<file path="src/rtl/wall_probe_seq.sv">
// -----------------------------------------------------------------------------
// wall_probe_seq
//
// Collision probe sequencer for the Pacman mover. A request latches the
// sprite's top-left pixel position and the requested direction, then walks
// PROBES points along the sprite edge it would move into, one per cycle.
// Each in-map point is turned into a maze tile address and read from the
// 1-bit-per-tile wall memory. Any wall hit, or any point that falls outside
// the playfield, makes the verdict "blocked". Latency is fixed: start
// sampled in cycle 0 gives reads in cycles 1..PROBES and done in cycle
// PROBES+2.
//
// Ports:
//   Clk       in   system clock
//   Reset_n   in   asynchronous active-low reset
//   start     in   request pulse, accepted only when idle or in the done cycle
//   dir       in   0=left, 1=up, 2=down, 3=right
//   pac_x     in   sprite top-left X (pixels)
//   pac_y     in   sprite top-left Y (pixels)
//   rom_addr  out  wall memory tile address (holds when no read is issued)
//   rom_rd    out  wall memory read strobe
//   rom_data  in   wall bit, valid one cycle after rom_rd
//   busy      out  high while probes are being issued or drained
//   done      out  one-cycle pulse, verdict valid
//   blocked   out  verdict, holds until the next done
// -----------------------------------------------------------------------------
module wall_probe_seq #(
   parameter int TILE_SHIFT = 4,
   parameter int MAP_COLS   = 40,
   parameter int MAP_W      = 640,
   parameter int MAP_H      = 480,
   parameter int SPR        = 16,
   parameter int PROBES     = 14
) (
   input  logic        Clk,
   input  logic        Reset_n,
   input  logic        start,
   input  logic [1:0]  dir,
   input  logic [9:0]  pac_x,
   input  logic [9:0]  pac_y,
   output logic [10:0] rom_addr,
   output logic        rom_rd,
   input  logic        rom_data,
   output logic        busy,
   output logic        done,
   output logic        blocked
);

   typedef enum logic [1:0] {
      S_IDLE  = 2'd0,
      S_ISSUE = 2'd1,
      S_DRAIN = 2'd2,
      S_DONE  = 2'd3
   } state_t;

   localparam logic signed [11:0] SPR_S   = 12'(SPR);
   localparam logic signed [11:0] MAP_W_S = 12'(MAP_W);
   localparam logic signed [11:0] MAP_H_S = 12'(MAP_H);
   localparam logic [3:0]         LAST_K  = 4'(PROBES);

   state_t      state_q, state_d;
   logic [9:0]  x_q, x_d;
   logic [9:0]  y_q, y_d;
   logic [1:0]  dir_q, dir_d;
   logic [3:0]  k_q, k_d;
   logic        acc_q, acc_d;
   logic        vld_q, vld_d;
   logic        blocked_q, blocked_d;
   logic [10:0] addr_q, addr_d;

   logic signed [11:0] x_s, y_s, k_s;
   logic signed [11:0] px, py;
   logic               in_map;
   logic [10:0]        col, row, row_term, probe_addr;
   logic               issue_rd;

   // ---- probe point for the current k, from the latched request ----
   always_comb begin
      x_s = $signed({2'b00, x_q});
      y_s = $signed({2'b00, y_q});
      k_s = $signed({8'd0, k_q});
      px  = x_s;
      py  = y_s;
      unique case (dir_q)
         2'd0: begin px = x_s - 12'sd1; py = y_s + k_s;   end
         2'd1: begin px = x_s + k_s;    py = y_s - 12'sd1; end
         2'd2: begin px = x_s + k_s;    py = y_s + SPR_S; end
         2'd3: begin px = x_s + SPR_S;  py = y_s + k_s;   end
      endcase
      in_map = (px >= 12'sd0) && (px < MAP_W_S) && (py >= 12'sd0) && (py < MAP_H_S);
      // Only meaningful when in_map, where px/py are non-negative.
      col = 11'($unsigned(px) >> TILE_SHIFT);
      row = 11'($unsigned(py) >> TILE_SHIFT);
   end

   // Row stride of 40 tiles is 32+8, so two shifts and an add replace a multiply.
   generate
      if (MAP_COLS == 40) begin : g_row_shift
         assign row_term = (row << 5) + (row << 3);
      end else begin : g_row_mul
         assign row_term = 11'(row * MAP_COLS);
      end
   endgenerate

   assign probe_addr = col + row_term;
   assign issue_rd   = (state_q == S_ISSUE) && in_map;

   // Address is held from the last real read so the memory bus stays quiet
   // during skipped (out-of-map) probes.
   assign rom_rd   = issue_rd;
   assign rom_addr = issue_rd ? probe_addr : addr_q;
   assign busy     = (state_q == S_ISSUE) || (state_q == S_DRAIN);
   assign done     = (state_q == S_DONE);
   assign blocked  = blocked_q;

   // ---- next state ----
   always_comb begin
      state_d   = state_q;
      x_d       = x_q;
      y_d       = y_q;
      dir_d     = dir_q;
      k_d       = k_q;
      blocked_d = blocked_q;
      addr_d    = rom_addr;
      // Read data returns one cycle after the strobe; vld marks those cycles.
      vld_d     = issue_rd;
      acc_d     = acc_q | (vld_q & rom_data);

      unique case (state_q)
         S_IDLE: begin
            if (start) begin
               x_d     = pac_x;
               y_d     = pac_y;
               dir_d   = dir;
               k_d     = 4'd1;
               acc_d   = 1'b0;
               state_d = S_ISSUE;
            end
         end
         S_ISSUE: begin
            if (!in_map) begin
               acc_d = 1'b1;
            end
            if (k_q == LAST_K) begin
               state_d = S_DRAIN;
            end else begin
               k_d = k_q + 4'd1;
            end
         end
         S_DRAIN: begin
            // Last probe's data is folded in here, so publish the full result.
            blocked_d = acc_d;
            state_d   = S_DONE;
         end
         S_DONE: begin
            if (start) begin
               x_d     = pac_x;
               y_d     = pac_y;
               dir_d   = dir;
               k_d     = 4'd1;
               acc_d   = 1'b0;
               state_d = S_ISSUE;
            end else begin
               state_d = S_IDLE;
            end
         end
      endcase
   end

   // ---- registers ----
   always_ff @(posedge Clk or negedge Reset_n) begin
      if (!Reset_n) begin
         state_q   <= S_IDLE;
         x_q       <= '0;
         y_q       <= '0;
         dir_q     <= '0;
         k_q       <= '0;
         acc_q     <= 1'b0;
         vld_q     <= 1'b0;
         blocked_q <= 1'b0;
         addr_q    <= '0;
      end else begin
         state_q   <= state_d;
         x_q       <= x_d;
         y_q       <= y_d;
         dir_q     <= dir_d;
         k_q       <= k_d;
         acc_q     <= acc_d;
         vld_q     <= vld_d;
         blocked_q <= blocked_d;
         addr_q    <= addr_d;
      end
   end

endmodule
</file>
<file path="config.mk">
export PLATFORM = sky130hd
export DESIGN_NAME = wall_probe_seq
export DESIGN_NICKNAME = d
export VERILOG_FILES = /design/src/rtl/wall_probe_seq.sv
export SDC_FILE = /design/constraint.sdc
export NUM_CORES = 1
export LEC_CHECK = 0
export ABC_CLOCK_PERIOD_IN_PS = 5500
export CAP_MARGIN = 10
export CORE_MARGIN = 10
export CORE_UTILIZATION = 55
export CTS_BUF_LIST = sky130_fd_sc_hd__clkbuf_8
export DETAILED_ROUTE_END_ITERATION = 8
export HOLD_SLACK_MARGIN = 0.12
export PLACE_DENSITY_LB_ADDON = 0.15
export SYNTH_ARGS = -nofsm -noshare
export SYNTH_HDL_FRONTEND = slang
export SYNTH_SLANG_ARGS = --single-unit
</file>
<file path="constraint.sdc">
create_clock -name Clk -period 5.5 [get_ports Clk]
set_input_delay 1.1 -clock Clk [delete_from_list [all_inputs] [get_ports Clk]]
set_output_delay 1.1 -clock Clk [all_outputs]
set_load 0.02 [all_outputs]
</file>
==> flow_summary.json, run 1 <==
{
  "die_area_mm2": 0.00956,
  "holdPathEnd": "addr_q[10]",
  "start_kind": "flop",
  "crit_fanout": 4,
  "dr_total_vias": 2780,
  "drv_cap": 0,
  "holdPathStages": 1,
  "nNetsFinal": 468,
  "cp-end-kind": "primary output",
  "row_count": 28,
  "criticalPathCategory": "flop to primary output",
  "core_area_mm2": 0.00589,
  "final_common_cell": "dfrtp_1",
  "min_period_ps": 5330,
  "first_iter_violations": 196,
  "grt_pass1_vias": 2787,
  "fill_cells": 475,
  "reg2reg_to": "addr_q[10]",
  "grt_usage": 0.161,
  "async_reset_ff_frac": 1.00,
  "synth_cell_types": 55,
  "seqCellArea_mm2": 0.00105,
  "yosys.area_share.simple": 0.159,
  "gp_congestion": 0.896,
  "wl_per_cell_um": 16.5,
  "final_max_slew_viol_count": 0,
  "antenna_cells": 0,
  "synth_top_family_by_area": "adder cells",
  "arrival_ps": 4230,
  "cts_sinks": 42,
  "first_pass_iters": 5,
  "synth.area.mux_share": 0.0992,
  "synth_nets": 413,
  "placed_cell_area_mm2": 0.00389,
  "maxSlewHeadroom": 0.356,
  "max_clock_freq_mhz": 188,
  "outcome": "finished clean",
  "skew_ps": 13.5,
  "fin_cells": 476,
  "h-tree-depth": 2,
  "worst_pin_slew_ps": 966,
  "pre_cts_ws_ps": 23.9,
  "synth_edf_count": 0,
  "grt-ovfl-total": 0,
  "hold_class": "flop to flop",
  "reg2regPathDepth": 16,
  "antenna_found_initial": 0,
  "port-buffer-count": 40,
  "dp_cells": 465,
  "drive_gt1_frac": 0.182,
  "grt_max_degree": 43,
  "hold_viol": 0,
  "cp.required_ps": 4400,
  "ys_ff_latch": 42,
  "finalSetupViolCount": 0,
  "synthAdderAreaFrac": 0.171,
  "clk_latency_ps": 310,
  "syn_area_per_cell_um2": 9.65,
  "yosys_warnings": 0,
  "min_from": "addr_q[10]",
  "syn_to_final_growth_pct": 22.5,
  "ios": 41,
  "multiInputGateArea_mm2": 0.00219,
  "layout_setup_ws_ps": 172,
  "die_h_um": 97.8,
  "clkTransAtPathRegs_ps": 100,
  "synth-compound-area-share": 0.162,
  "netlist_instances": 345,
  "reg2reg_slack_ps": 1650,
  "routed_wirelength_mm": 7.87,
  "rr_startpoint": "k_q[1]",
  "vias_per_cell": 5.84,
  "drcViolationCount": 0,
  "cts_buffers": 5,
  "postRouteAntennaNets": 0,
  "synth_xor_area_frac": 0.0421,
  "yosysSeqAreaShare": 0.316,
  "tritoncts": "built",
  "synth_flop_cell": "dfrtp_1",
  "finalCritPeriodShare": 0.969,
  "layout_common_cells": "41 x dfrtp_1, 36 x clkdlybuf4s50_1, 33 x ha_1",
  "ctsRootBufferMaster": "clkbuf_8",
  "start_util": 0.565,
  "final_cell_area_mm2": 0.00408,
  "cts_buffer_depth": 2,
  "grt_first_pass_wirelength_mm": 13.2,
  "syn-cell-area_mm2": 0.00333,
  "die_width_um": 97.8,
  "hpwl_mm": 5.92
}
## worst max-delay path, stage by stage, from the launching register on
cell           delay (ps)
dfrtp_1               430
buf_4                 170
ha_1                  290
a21oi_2               190
o21ai_0               140
o311ai_1              300
a32o_2                280
fa_1                  430
ha_1                  310
a21o_1                180
a21o_1                190
a21o_1                180
a21oi_1               170
xnor2_1                80
mux2_4                260
dlygate4sd2_1         320
## per-stage QoR
stage | setup TNS, ps | hold slack, ps | util
2_1_floorplan | 0 | 511 | -
5_1_grt | -73.0 | 512 | 0.693
4_1_cts | 0 | 494 | 0.677
3_5_place_dp | 0 | 474 | 0.661
3_3_place_gp | 0 | 471 | 0.661
6_report | 0 | 483 | 0.693
## cells by family (layout without fill, tap and decap cells)
group                    Yosys count  after routing
flip-flops                        42             42
AND/OR/NAND/NOR                   96             96
XOR/XNOR                          16             16
buffers and inverters             42             98
adder cells (fa/ha/maj)           42             42
multiplexers                      27             27
AO/OA/AOI/OAI                     80             80
## timing repair
item | in CTS | in global routing
endpoints found under the setup margin | 3 | 3
hold buffers | 0 | 0
pin swaps | 1 | 6
buffers inserted | 0 | 3
resized for setup | 6 | 21
endpoints found under the hold margin | 0 | 0
## area by class of cell
class,count,share of cell area
clock buffer,5,0.0169
clock inverter,3,0.00614
inverter,30,0.0276
multi-input combinational,261,0.536
sequential,42,0.258
tap,75,0.0230
timing repair buffer,60,0.132
## state kept, by name, indices dropped and copies added (netlist names)
register,flops
blocked,1
acc_q,1
x_q,10
y_q,10
addr_q,11
k_q,4
dir_q,2
vld_q,1
state_q,2
## cell usage after synthesis, types with 3 or more instances
cell | number | area [um2]
nand4_1 | 4 | 25.0
and4_1 | 5 | 43.8
o21ai_0 | 19 | 95.1
clkbuf_1 | 9 | 33.8
a211oi_1 | 3 | 22.5
nor3_1 | 4 | 20.0
nand2b_1 | 5 | 31.3
a21oi_1 | 17 | 85.1
or4_1 | 3 | 22.5
dfrtp_1 | 42 | 1050
a31oi_1 | 5 | 31.3
mux2_4 | 8 | 120
a221oi_1 | 3 | 26.3
and3_1 | 4 | 25.0
ha_1 | 36 | 450
a311o_1 | 3 | 30.0
xor2_1 | 3 | 26.3
nand3_1 | 7 | 35.0
mux2_2 | 14 | 158
nor2_1 | 16 | 60.1
mux2i_1 | 3 | 30.0
o22ai_1 | 3 | 18.8
a21o_1 | 8 | 60.1
fa_1 | 6 | 120
inv_1 | 30 | 113
nand2_1 | 27 | 101
nor2b_1 | 3 | 18.8
or3_1 | 3 | 18.8
xnor2_1 | 13 | 114
nor3b_1 | 4 | 30.0
## per-layer routing
metal,wire length [um],vias to the layer above,track usage
met5,0,-,0
li1,-,1351,-
met1,3410,1322,0.195
met2,3750,93,0.269
met4,137,0,0.0537
met3,565,14,0.0458
## worst max-delay path by stage
stage,from,end,slack (ps)
3_5_place_dp,y_q[0],rom_addr[10],20
4_1_cts,y_q[0],rom_addr[10],2
5_1_grt,k_q[1],rom_addr[10],-50
3_3_place_gp,y_q[0],rom_addr[10],130
6_report,k_q[1],rom_addr[9],170
2_1_floorplan,k_q[0],rom_addr[10],600
Power of run 1 is not shown: default switching activity piles up to over one toggle a cycle in this logic, so the estimate is an artifact.
==> inputs of run 2 (changes only) <==
SETUP_SLACK_MARGIN = 0.1   (was unset)
==> run 2 against run 1 <==
  * Non-clock buffer count grew 5
  * Critical path depth up 4
  * Sequential share of layout area shrank 0.42 points
  * Register-to-register slack gained 30 ps
  * Highest routed layer unchanged
  * Critical endpoint is now rom_addr[10]
  * Design area is 1.7% higher
==> flow_summary.json, run 2 (synthesis gave the netlist of run 1 again) <==
{
  "outcome": "finished clean",
  "finalSetupViolCount": 0,
  "postRouteAntennaNets": 0,
  "cts_buffer_depth": 2,
  "cp_slowest_stage_delay_ps": 440,
  "path_cells": "ha_1 > inv_1 > fa_1 > nand3b_1 > buf_4 > buf_4 > a211oi_4 > o22ai_1 > nand4_1 > fa_1 > inv_1 > ha_1 > o21ai_0 > nand2b_1 > a31oi_2 > xnor2_1 > xnor2_1 > mux2_1 > buf_2",
  "cts_buffers": 5,
  "dr_total_vias": 2831,
  "layout_setup_ws_ps": 225,
  "crit_fanout": 5,
  "final_common_cell": "dfrtp_1",
  "drive_gt1_frac": 0.204,
  "cp-end-kind": "primary output",
  "cp_num_buf_inv": 5,
  "grt_pass1_vias": 2845,
  "die_h_um": 97.8,
  "start_util": 0.565,
  "core_area_mm2": 0.00589,
  "final_max_slew_viol_count": 0,
  "maxSlewHeadroom": 0.350,
  "max_clock_freq_mhz": 190,
  "port-buffer-count": 40,
  "clkTransAtPathRegs_ps": 100,
  "top_register": "addr_q",
  "routed_wirelength_mm": 8.08,
  "row_count": 28,
  "ios": 41,
  "skew_ps": 13.8,
  "gp_congestion": 0.896,
  "start_kind": "flop",
  "drcViolationCount": 0,
  "clk_latency_ps": 320,
  "finalCritPeriodShare": 0.959,
  "grt_max_degree": 43,
  "slowest_stage": "fa_1",
  "rr_startpoint": "k_q[0]",
  "ctsRootBufferMaster": "clkbuf_8",
  "first_pass_iters": 5,
  "drv_cap": 0,
  "antenna_cells": 0,
  "min_from": "addr_q[10]",
  "wl_per_cell_um": 16.8,
  "min_period_ps": 5280,
  "criticalPathCategory": "flop to primary output",
  "pre_cts_ws_ps": 23.9,
  "die_width_um": 97.8,
  "vias_per_cell": 5.89,
  "grt_first_pass_wirelength_mm": 13.4,
  "layout_common_cells": "41 x dfrtp_1, 35 x clkdlybuf4s50_1, 31 x ha_1",
  "cts_sinks": 42,
  "grt_usage": 0.164,
  "tritoncts": "built",
  "crit_start": "k_q[0]",
  "grt-ovfl-total": 0,
  "hold_viol": 0,
  "hpwl_mm": 5.92,
  "cp.required_ps": 4400,
  "nNetsFinal": 473,
  "largest_register_ffs": 11,
  "die_area_mm2": 0.00956,
  "top_regs": "addr_q: 11 flops, x_q: 10 flops, y_q: 10 flops",
  "tns_ps": 0,
  "first_iter_violations": 168,
  "rsz0062_at_grt": "true",
  "antenna_found_initial": 0,
  "syn_to_final_growth_pct": 24.5,
  "h-tree-depth": 2,
  "critical-path-top-delay-family": "adder cells",
  "worst_pin_slew_ps": 975,
  "arrival_ps": 4180,
  "hold_class": "flop to flop"
}
==> run 2: changes by cell type in the layout (fill, tap and decap cells not counted), sizes merged <==
cell           change
buf                +5
clkbuf             +1
clkdlybuf4s50      -1
dlygate4sd2        -1
dlymetal6s2s       +1
==> run 2: worst paths after layout <==
check | endpoint | slack (ps) | depth (start not counted)
setup / recovery | rom_addr[10] | 220 | 19
hold / removal | addr_q[10] | 480 | 1
setup reg to reg | addr_q[10] | 1680 | 18
hold reg to reg | addr_q[10] | 480 | 1
max in group asynchronous | k_q[3] | 3910 | 1
min in group asynchronous | x_q[4] | 930 | 1
==> run 2: through the flow <==
step	instances	instance area, um2	util	hold slack [ps]
detailed placement	465	3890	0.661	474
finish	481	4150	0.704	483
floorplan	345	3330	-	511
global route	481	4150	0.704	512
global placement	465	3890	0.661	471
CTS	476	4010	0.681	490
==> run 2: routing by layer <==
metal	global-route usage	vias up	share of wire
met5	0	-	0
met4	0.0570	0	0.022
met3	0.0479	22	0.063
met2	0.275	105	0.48
met1	0.195	1341	0.44
li1	-	1363	-
==> run 2: timing repair <==
item                       CTS  global route
hold buffers                 0             0
setup buffers                3             5
gates resized for setup      8            27
pin swaps                    1            13
setup endpoints to repair    3             5
==> run 2: final cells by class <==
class	count	area (um2)
Multi-Input combinational cell	261	2220
Fill cell	467	1740
Tap cell	75	93.8
Inverter	30	113
Clock inverter	3	25.0
Sequential cell	42	1050
Timing Repair Buffer	65	574
Clock buffer	5	68.8
==> run 2: worst reg2reg max path, cell delays in order, from the launching register on <==
cell	delay, ps
dfrtp_1	370
ha_1	160
inv_1	50
fa_1	340
nand3b_1	270
buf_4	200
buf_4	130
a211oi_4	220
o22ai_1	100
nand4_1	150
fa_1	440
inv_1	70
ha_1	250
o21ai_0	90
nand2b_1	110
a31oi_2	200
xnor2_1	150
xnor2_1	80
mux2_1	300
Power of run 2 is left out for the same reason.
==> inputs of run 3 (changes only) <==
DONT_BUFFER_PORTS = 1   (was unset)
==> run 3 against run 2 <==
  * Flip-flop and latch count is the same
  * Global-route usage shrank 1.2 points
  * Critical path depth shrank 1
  * Register-to-register slack lost 130 ps
  * Design area shrank 13%
  * Highest routed layer unchanged
==> flow_summary.json, run 3 (synthesis gave the netlist of run 1 again) <==
{
  "clk_latency_ps": 310,
  "row_count": 28,
  "finalSetupViolCount": 0,
  "cp.required_ps": 4400,
  "drcViolationCount": 0,
  "drive_gt1_frac": 0.166,
  "postRouteAntennaNets": 0,
  "cts_sinks": 42,
  "max_clock_freq_mhz": 191,
  "cp_num_buf_inv": 3,
  "slowest_stage": "fa_1",
  "layout_common_cells": "41 x dfrtp_1, 33 x ha_1, 28 x inv_1",
  "criticalPathCategory": "flop to primary output",
  "cts_buffer_depth": 2,
  "tns_ps": 0,
  "h-tree-depth": 2,
  "cp_slowest_stage_delay_ps": 540,
  "finalCritPeriodShare": 0.952,
  "antenna_cells": 0,
  "min_period_ps": 5230,
  "routed_wirelength_mm": 7.48,
  "first_iter_violations": 190,
  "die_width_um": 97.8,
  "largest_register_ffs": 11,
  "ctsRootBufferMaster": "clkbuf_8",
  "fin_cells": 425,
  "cp_common_cell": "inv_1",
  "worst_pin_slew_ps": 542,
  "port-buffer-count": 0,
  "antenna_found_initial": 0,
  "final_common_cell": "dfrtp_1",
  "maxSlewHeadroom": 0.629,
  "start_util": 0.565,
  "hold_viol": 0,
  "grt_max_degree": 43,
  "drv_cap": 0,
  "rsz0062_at_grt": "false",
  "first_pass_iters": 4,
  "dr_total_vias": 2551,
  "start_kind": "flop",
  "final_max_slew_viol_count": 0,
  "cp-end-kind": "primary output",
  "grt_pass1_vias": 2449,
  "hold_class": "input port to asynchronous set/reset pin",
  "gp_congestion": 0.915,
  "critical-path-top-delay-family": "adder cells",
  "grt_first_pass_wirelength_mm": 12.2,
  "grt-ovfl-total": 0,
  "top_register": "addr_q",
  "path_cells": "ha_4 > inv_1 > fa_1 > nand3b_1 > a21oi_1 > o21ai_0 > o311ai_2 > inv_1 > fa_1 > inv_1 > fa_2 > nor2b_1 > o21ai_0 > nand2b_1 > a31oi_2 > xnor2_1 > xnor2_1 > mux2_4",
  "vias_per_cell": 6.00,
  "dp_cells": 412,
  "clkTransAtPathRegs_ps": 90,
  "ios": 41,
  "fill_cells": 488,
  "syn_to_final_growth_pct": 8.12,
  "die_area_mm2": 0.00956,
  "top_regs": "addr_q: 11 flops, x_q: 10 flops, y_q: 10 flops",
  "nNetsFinal": 417,
  "tritoncts": "built",
  "skew_ps": 7.50,
  "arrival_ps": 4130,
  "cts_buffers": 5,
  "core_area_mm2": 0.00589,
  "outcome": "finished clean",
  "die_h_um": 97.8,
  "hpwl_mm": 5.56,
  "grt_usage": 0.152,
  "wl_per_cell_um": 17.6,
  "crit_fanout": 5
}
## run 3: cell type report
| class | count | area, um2 | area share |
|---|---|---|---|
| Clock buffer | 5 | 68.8 | 0.0191 |
| Clock inverter | 3 | 21.3 | 0.00591 |
| Inverter | 30 | 113 | 0.0313 |
| Multi-Input combinational cell | 261 | 2180 | 0.605 |
| Sequential cell | 42 | 1050 | 0.292 |
| Tap cell | 75 | 93.8 | 0.0261 |
| Timing Repair Buffer | 9 | 71.3 | 0.0198 |
## run 3: timing repair
action                                  in CTS  in global routing
hold buffers                                 0                  0
buffers inserted                             1                  4
cloned                                       0                  0
gates resized for setup                      3                 16
pin swaps                                    0                 11
endpoints found under the setup margin       1                  2
## run 3: metrics by stage
stage          hold slack, ps   util  setup slack (ps)  instance area, um2
2_1_floorplan             511      -               598                3330
3_3_place_gp              524  0.578               363                3400
3_5_place_dp              537  0.578               282                3400
4_1_cts                   467  0.595               121                3500
5_1_grt                   458  0.611              35.8                3600
6_report                  474  0.611               266                3600
## run 3: worst paths after layout
| check | from | end | slack, ps | cells after the start |
|---|---|---|---|---|
| max in group asynchronous | Reset_n | k_q[0] | 4940 | 0 |
| hold reg to reg | addr_q[3] | addr_q[3] | 550 | 1 |
| setup reg to reg | k_q[0] | addr_q[10] | 1550 | 18 |
| min in group Clk | addr_q[3] | addr_q[3] | 550 | 1 |
| hold / removal | Reset_n | x_q[4] | 470 | 0 |
| setup / recovery | k_q[0] | rom_addr[10] | 270 | 18 |
## run 3: per-layer routing
layer / vias to the layer above / wire length, um / global-route usage
met5: - / 0 / 0
met3: 12 / 474 / 0.0444
met4: 0 / 121 / 0.0470
met1: 1218 / 3390 / 0.192
li1: 1256 / - / -
met2: 65 / 3490 / 0.244
Power of run 3 is left out for the same reason.
